==> config.mk <==
export PLATFORM = sky130hd
export DESIGN_NAME = ddr_req_scheduler
export DESIGN_NICKNAME = d
export VERILOG_FILES = /design/src/rtl/ddr_req_scheduler.sv
export SDC_FILE = /design/constraint.sdc
export NUM_CORES = 1
export LEC_CHECK = 0
export BUFFER_PORTS_ARGS = -buffer_cell sky130_fd_sc_hd__buf_2
export CAP_MARGIN = 20
export CELL_PAD_IN_SITES_DETAIL_PLACEMENT = 1
export CELL_PAD_IN_SITES_GLOBAL_PLACEMENT = 1
export CORE_AREA = 3 3 591 593
export CTS_BUF_LIST = sky130_fd_sc_hd__clkbuf_2
export DETAILED_ROUTE_END_ITERATION = 8
export DIE_AREA = 0 0 594 596
export GPL_ROUTABILITY_DRIVEN = 0
export PLACE_DENSITY = 0.3
export SLEW_MARGIN = 20
export SYNTH_ARGS = -nofsm -noshare
export SYNTH_HDL_FRONTEND = slang
export SYNTH_SLANG_ARGS = --single-unit
==> constraint.sdc <==
create_clock -name clock -period 2.57 [get_ports clock]
set_clock_uncertainty 0.05 [all_clocks]
set_input_delay 0.257 -clock clock [delete_from_list [all_inputs] [get_ports clock]]
set_output_delay 0.257 -clock clock [all_outputs]
set_load 0.02 [all_outputs]
==> src/rtl/ddr_req_scheduler.sv <==
// ddr_req_scheduler: arbitrates fetch/store/load requesters onto a single-outstanding DDR port
module ddr_req_scheduler #(
  parameter int STARVE_LIMIT = 4,
  parameter int IDX_W = 19
) (
  input  logic             clock,
  input  logic             reset_n,
  input  logic             pc_index_valid,
  input  logic [IDX_W-1:0] pc_index,
  output logic             pc_index_ready,
  output logic [511:0]     pc_read_inst,
  output logic             pc_operation_done,
  input  logic             opstore_index_valid,
  input  logic [IDX_W-1:0] opstore_index,
  input  logic [63:0]      opstore_write_mask,
  input  logic [63:0]      opstore_write_data,
  output logic             opstore_index_ready,
  output logic             opstore_operation_done,
  input  logic             opload_index_valid,
  input  logic [IDX_W-1:0] opload_index,
  output logic             opload_index_ready,
  output logic [63:0]      opload_read_data,
  output logic             opload_operation_done,
  input  logic             redirect_valid,
  output logic             ddr_chip_enable,
  output logic [IDX_W-1:0] ddr_index,
  output logic             ddr_write_enable,
  output logic             ddr_burst_mode,
  output logic [63:0]      ddr_opstore_write_mask,
  output logic [63:0]      ddr_opstore_write_data,
  input  logic [63:0]      ddr_opload_read_data,
  input  logic [511:0]     ddr_pc_read_inst,
  input  logic             ddr_operation_done,
  input  logic             ddr_ready
);
  typedef enum logic [1:0] {IDLE, ISSUE, WAIT} state_t;
  localparam logic [1:0] OWN_NONE = 2'd0;
  localparam logic [1:0] OWN_PC = 2'd1;
  localparam logic [1:0] OWN_ST = 2'd2;
  localparam logic [1:0] OWN_LD = 2'd3;
  localparam logic [3:0] LIMIT = 4'(STARVE_LIMIT);
  state_t state_q, state_d;
  logic [1:0] owner_q, owner_d, win;
  logic kill_q, kill_d;
  logic [3:0] starve_q, starve_d;
  logic [IDX_W-1:0] idx_q, idx_d;
  logic [63:0] mask_q, mask_d, data_q, data_d;
  logic pc_ok, hs, done;
  always_comb begin
    pc_ok = pc_index_valid && !redirect_valid;
    win = (pc_ok && starve_q == LIMIT) ? OWN_PC :
          opstore_index_valid ? OWN_ST :
          opload_index_valid ? OWN_LD :
          pc_ok ? OWN_PC : OWN_NONE;
    hs = state_q == IDLE && ddr_ready && win != OWN_NONE;
    done = state_q == WAIT && ddr_operation_done;
    state_d = hs ? ISSUE : state_q == ISSUE ? WAIT : done ? IDLE : state_q;
    owner_d = hs ? win : done ? OWN_NONE : owner_q;
    idx_d = !hs ? idx_q : win == OWN_PC ? pc_index : win == OWN_ST ? opstore_index : opload_index;
    mask_d = hs ? (win == OWN_ST ? opstore_write_mask : '0) : done ? '0 : mask_q;
    data_d = hs ? (win == OWN_ST ? opstore_write_data : '0) : done ? '0 : data_q;
    kill_d = state_q != IDLE && (kill_q || (owner_q == OWN_PC && redirect_valid));
    starve_d = (!pc_index_valid || (hs && win == OWN_PC)) ? '0 :
               (hs && starve_q != LIMIT) ? starve_q + 4'd1 : starve_q;
  end
  always_ff @(posedge clock or negedge reset_n)
    if (!reset_n) begin
      state_q <= IDLE;
      owner_q <= OWN_NONE;
      kill_q <= 1'b0;
      starve_q <= '0;
      idx_q <= '0;
      mask_q <= '0;
      data_q <= '0;
    end else begin
      state_q <= state_d;
      owner_q <= owner_d;
      kill_q <= kill_d;
      starve_q <= starve_d;
      idx_q <= idx_d;
      mask_q <= mask_d;
      data_q <= data_d;
    end
  assign pc_index_ready = state_q == IDLE && ddr_ready && win == OWN_PC;
  assign opstore_index_ready = state_q == IDLE && ddr_ready && win == OWN_ST;
  assign opload_index_ready = state_q == IDLE && ddr_ready && win == OWN_LD;
  assign pc_operation_done = done && owner_q == OWN_PC && !kill_q && !redirect_valid;
  assign opstore_operation_done = done && owner_q == OWN_ST;
  assign opload_operation_done = done && owner_q == OWN_LD;
  assign pc_read_inst = ddr_pc_read_inst;
  assign opload_read_data = ddr_opload_read_data;
  assign ddr_chip_enable = state_q == ISSUE;
  assign ddr_index = idx_q;
  assign ddr_write_enable = owner_q == OWN_ST;
  assign ddr_burst_mode = owner_q == OWN_PC;
  assign ddr_opstore_write_mask = mask_q;
  assign ddr_opstore_write_data = data_q;
endmodule
==> summary.md <==
| Metric | Value |
|---|---|
| Status | finished with violations |
| Violated checks | hold timing, setup timing |
| Leak pwr | 7.51 nW |
| Final hold violation count | 23 |
| Residual DRC | 0 |
| Initial Util | 3.03% |
| Share of cells above drive strength 1 | 37.0% |
| EDFF count, synth | 0 |
| Port Buffers | 348 |
| Drt via density | 1.55 |
| Max Fanout on Critical Path | 4 |
| Total grt overflow | 0 |
| Peak supply drop | 0.315 mV |
| Max Clock Freq | 331 MHz |
| Crit path time final | 3.02 ns |
| Setup violations, final | 7 |
| Yosys top cell by area | buf_4 |
| Hold WS | -0.665 ns |
| CP Cell Sequence | inv_1 > ha_1 > and3b_2 > nand2_4 > a21oi_4 > and3_4 > buf_6 |
| Final wirelength | 177000 µm |
| Max Cap Viol | 0 |
| WL/cell | 29.2 µm |
| Largest cells by area after synthesis | buf_4 41%, dfrtp_1 37%, a22o_1 11%, mux2i_1 1.9%, a311oi_1 1.6% |
| Root Buffer | clkbuf_2 |
| Slew @ Worst Pin | 0.595 ns |
| Met1 WL | 36300 µm |
| Max clock buf depth | 3 |
| Fin nets | 2177 |
| Synthesized flop and latch total | 156 |
| Core footprint | 345000 µm² |
| Initial antenna violation count | 80 |
| Num CTS Buffers | 21 |
| Remaining antenna violation count | 0 |
| First-pass GRT wire length | 201000 µm |
| Async SR Flop Fraction | 100% |
| Metal3 WL | 56100 µm |
| First-pass DRT Iterations | 4 |
| H-Tree Depth | 4 |
| Cell variety after synth | 33 |
| Most frequent cell after synthesis | buf_4 |
| Syn Area/Cell | 10.2 µm² |
| Area of the multi-input gates | 2040 µm² |
| Row count | 216 |
| Synth top area share | 41.3% |
| Fillers | 40900 |
| Synth Instances | 1029 |
| YS warnings | 0 |
| DP Wirelength | 158000 µm |
| RSZ-0062 raised after global routing | yes |
| Slew HR | 60.0% |
| Via Count | 9362 |
| Critical Path RT | 2.26 ns |
| Met2 WL post-DR | 76700 µm |
| CP peak stage delay | 0.51 ns |
| Fin crit share | 118% |
| Setup ws final | -0.453 ns |
| Startpoint types | flop |
| Worst path arrival time | 2.72 ns |
| CP Class | flop to output port |
| Post-synthesis sequential area ratio | 37.3% |
| Die ar. | 354000 µm² |
| Die X-Extent | 594 µm |
| List of most frequent post-synthesis cells | 576 x buf_4, 156 x dfrtp_1, 128 x a22o_1, 29 x nor2_1 |
| Max layer used | met5 |
| Final core occ | 6.03% |
| Most common flop cell mapped by yosys | dfrtp_1 |
| Number of global-route vias before repair | 10300 |
| CTS sink count | 156 |
| Placed inst area | 13600 µm² |
| Clock-pin slew on the worst setup and hold paths | 0.41 ns |
| P&R area growth vs syn | 99.1% |
| Synthesized cell area | 10500 µm² |
| Clock Latency Late Sink | 1.28 ns |
| Syn nets | 1800 |
| Total Neg Setup Slack | -1.90 ns |
| Height of the chip | 596 µm |
| DRT iter0 DRCs | 404 |
| Slowest cell on crit path | dfrtp_2 |
| Power per Cell Area | 771 nW/µm² |
| Hold WC Path Type | input port to flop |
| Overall Global Routing Usage | 9.65% |
| Reg area | 3910 µm² |
| Ports | 1501 |
| Pins over their slew limit | 0 |
| Pin count of the biggest net entering global routing | 48 |
| Worst Setup End Kind | output port |
| TritonCTS clock tree | built |
| Final instance area | 20800 µm² |
==> critical path, delay by kind of cell (launching register included) <==
family | cells | cell delay, ns
buffers and inverters | 2 | 0.18
DFF | 1 | 0.51
AOI/OAI and AO/OA | 1 | 0.15
and+or+nand+nor | 3 | 0.51
adders and majority gates | 1 | 0.14
==> power by group <==
group | switching, mW | internal [mW] | leakage [nW] | total (mW)
sequential | 0.917 | 3.57 | 2.02 | 4.48
combinational | 4.67 | 4.44 | 5.32 | 9.11
clock | 1.79 | 0.674 | 0.172 | 2.46
total | 7.37 | 8.68 | 7.51 | 16.1
==> worst paths after layout <==
check,startpoint,to,slack [ns],depth (start not counted)
max in group asynchronous,reset_n,ddr_opstore_write_mask[3],0.55,7
worst max register to register,state_q[1],owner_q[0],0.14,5
worst min-delay path,redirect_valid,starve_q[1],-0.67,3
worst min register to register,ddr_opstore_write_data[24],ddr_opstore_write_data[24],0.48,1
min in group asynchronous,reset_n,ddr_opstore_write_mask[15],1.18,6
worst max-delay path,starve_q[0],opload_index_ready,-0.45,7
==> logic make-up (layout without fill, tap and decap cells) <==
kind of cell             after synthesis  after routing  share of synthesized area, %
flip-flops                           156            156                          37.3
XOR/XNOR                               1              1                        0.0838
adder cells (fa/ha/maj)                2              2                         0.239
AND/OR/NAND/NOR                       69             69                          3.27
other                                  0             46                             0
AO/OA/AOI/OAI                        161            161                          13.1
buffers and inverters                620           1007                          44.0
multiplexers                          20             20                          1.91
==> placed cells by master, fill, tap and decap left out, drive strengths merged, types with 2 or more instances in the layout <==
master	Yosys	final
ha	2	2
a21oi	6	6
clkinv	0	6
mux2i	20	20
dlygate4sd3	0	502
nor3	20	20
buf	606	468
o21ai	2	2
clkbuf	11	21
dfrtp	156	156
diode	0	46
nand2	4	4
inv	3	4
nor2b	5	5
a21o	3	3
a311oi	19	19
nor2	29	29
a22o	128	128
bufinv	0	4
==> repair_timing <==
item,CTS,global route
hold buffers,502,2
setup buffers,72,25
hold endpoints to repair,312,46
setup endpoints to repair,146,131
pin swaps,5,2
gates cloned,0,0
resized for setup,301,14
==> cell type report <==
cell class | instances | share of cell area [%]
diodes | 46 | 0.553
clock buffers | 21 | 0.505
flip-flops and latches | 156 | 18.8
multi-input cells | 253 | 9.82
repair buffers | 971 | 41.9
inverters | 3 | 0.0541
clock inverters | 12 | 0.859
well taps | 4578 | 27.5
==> routing by layer <==
| layer | global-route usage (%) | vias to the layer above |
|---|---|---|
| met5 | 0.446 | - |
| met4 | 3.64 | 40 |
| met3 | 14.4 | 320 |
| met2 | 14.8 | 1212 |
| met1 | 5.64 | 4093 |
| li1 | - | 3697 |
==> per-stage QoR <==
| step | power [mW] | setup slack (ns) | instances |
|---|---|---|---|
| 2_1_floorplan | 8.58 | 0.609 | 1029 |
| 4_1_cts | 16.8 | -1.03 | 5967 |
| 6_report | 16.1 | -0.453 | 6040 |
| 3_3_place_gp | 10.8 | 0.204 | 5360 |
| 5_1_grt | 17.3 | -1.01 | 6017 |
| 3_5_place_dp | 10.9 | 0.243 | 5360 |
==> sequential cells by signal (all words and copies together), names as in the netlist <==
register                flops
ddr_index                  19
ddr_opstore_write_data     64
ddr_opstore_write_mask     64
kill_q                      1
owner_q                     2
starve_q                    4
state_q                     2
(Power assumes the default switching activity.)
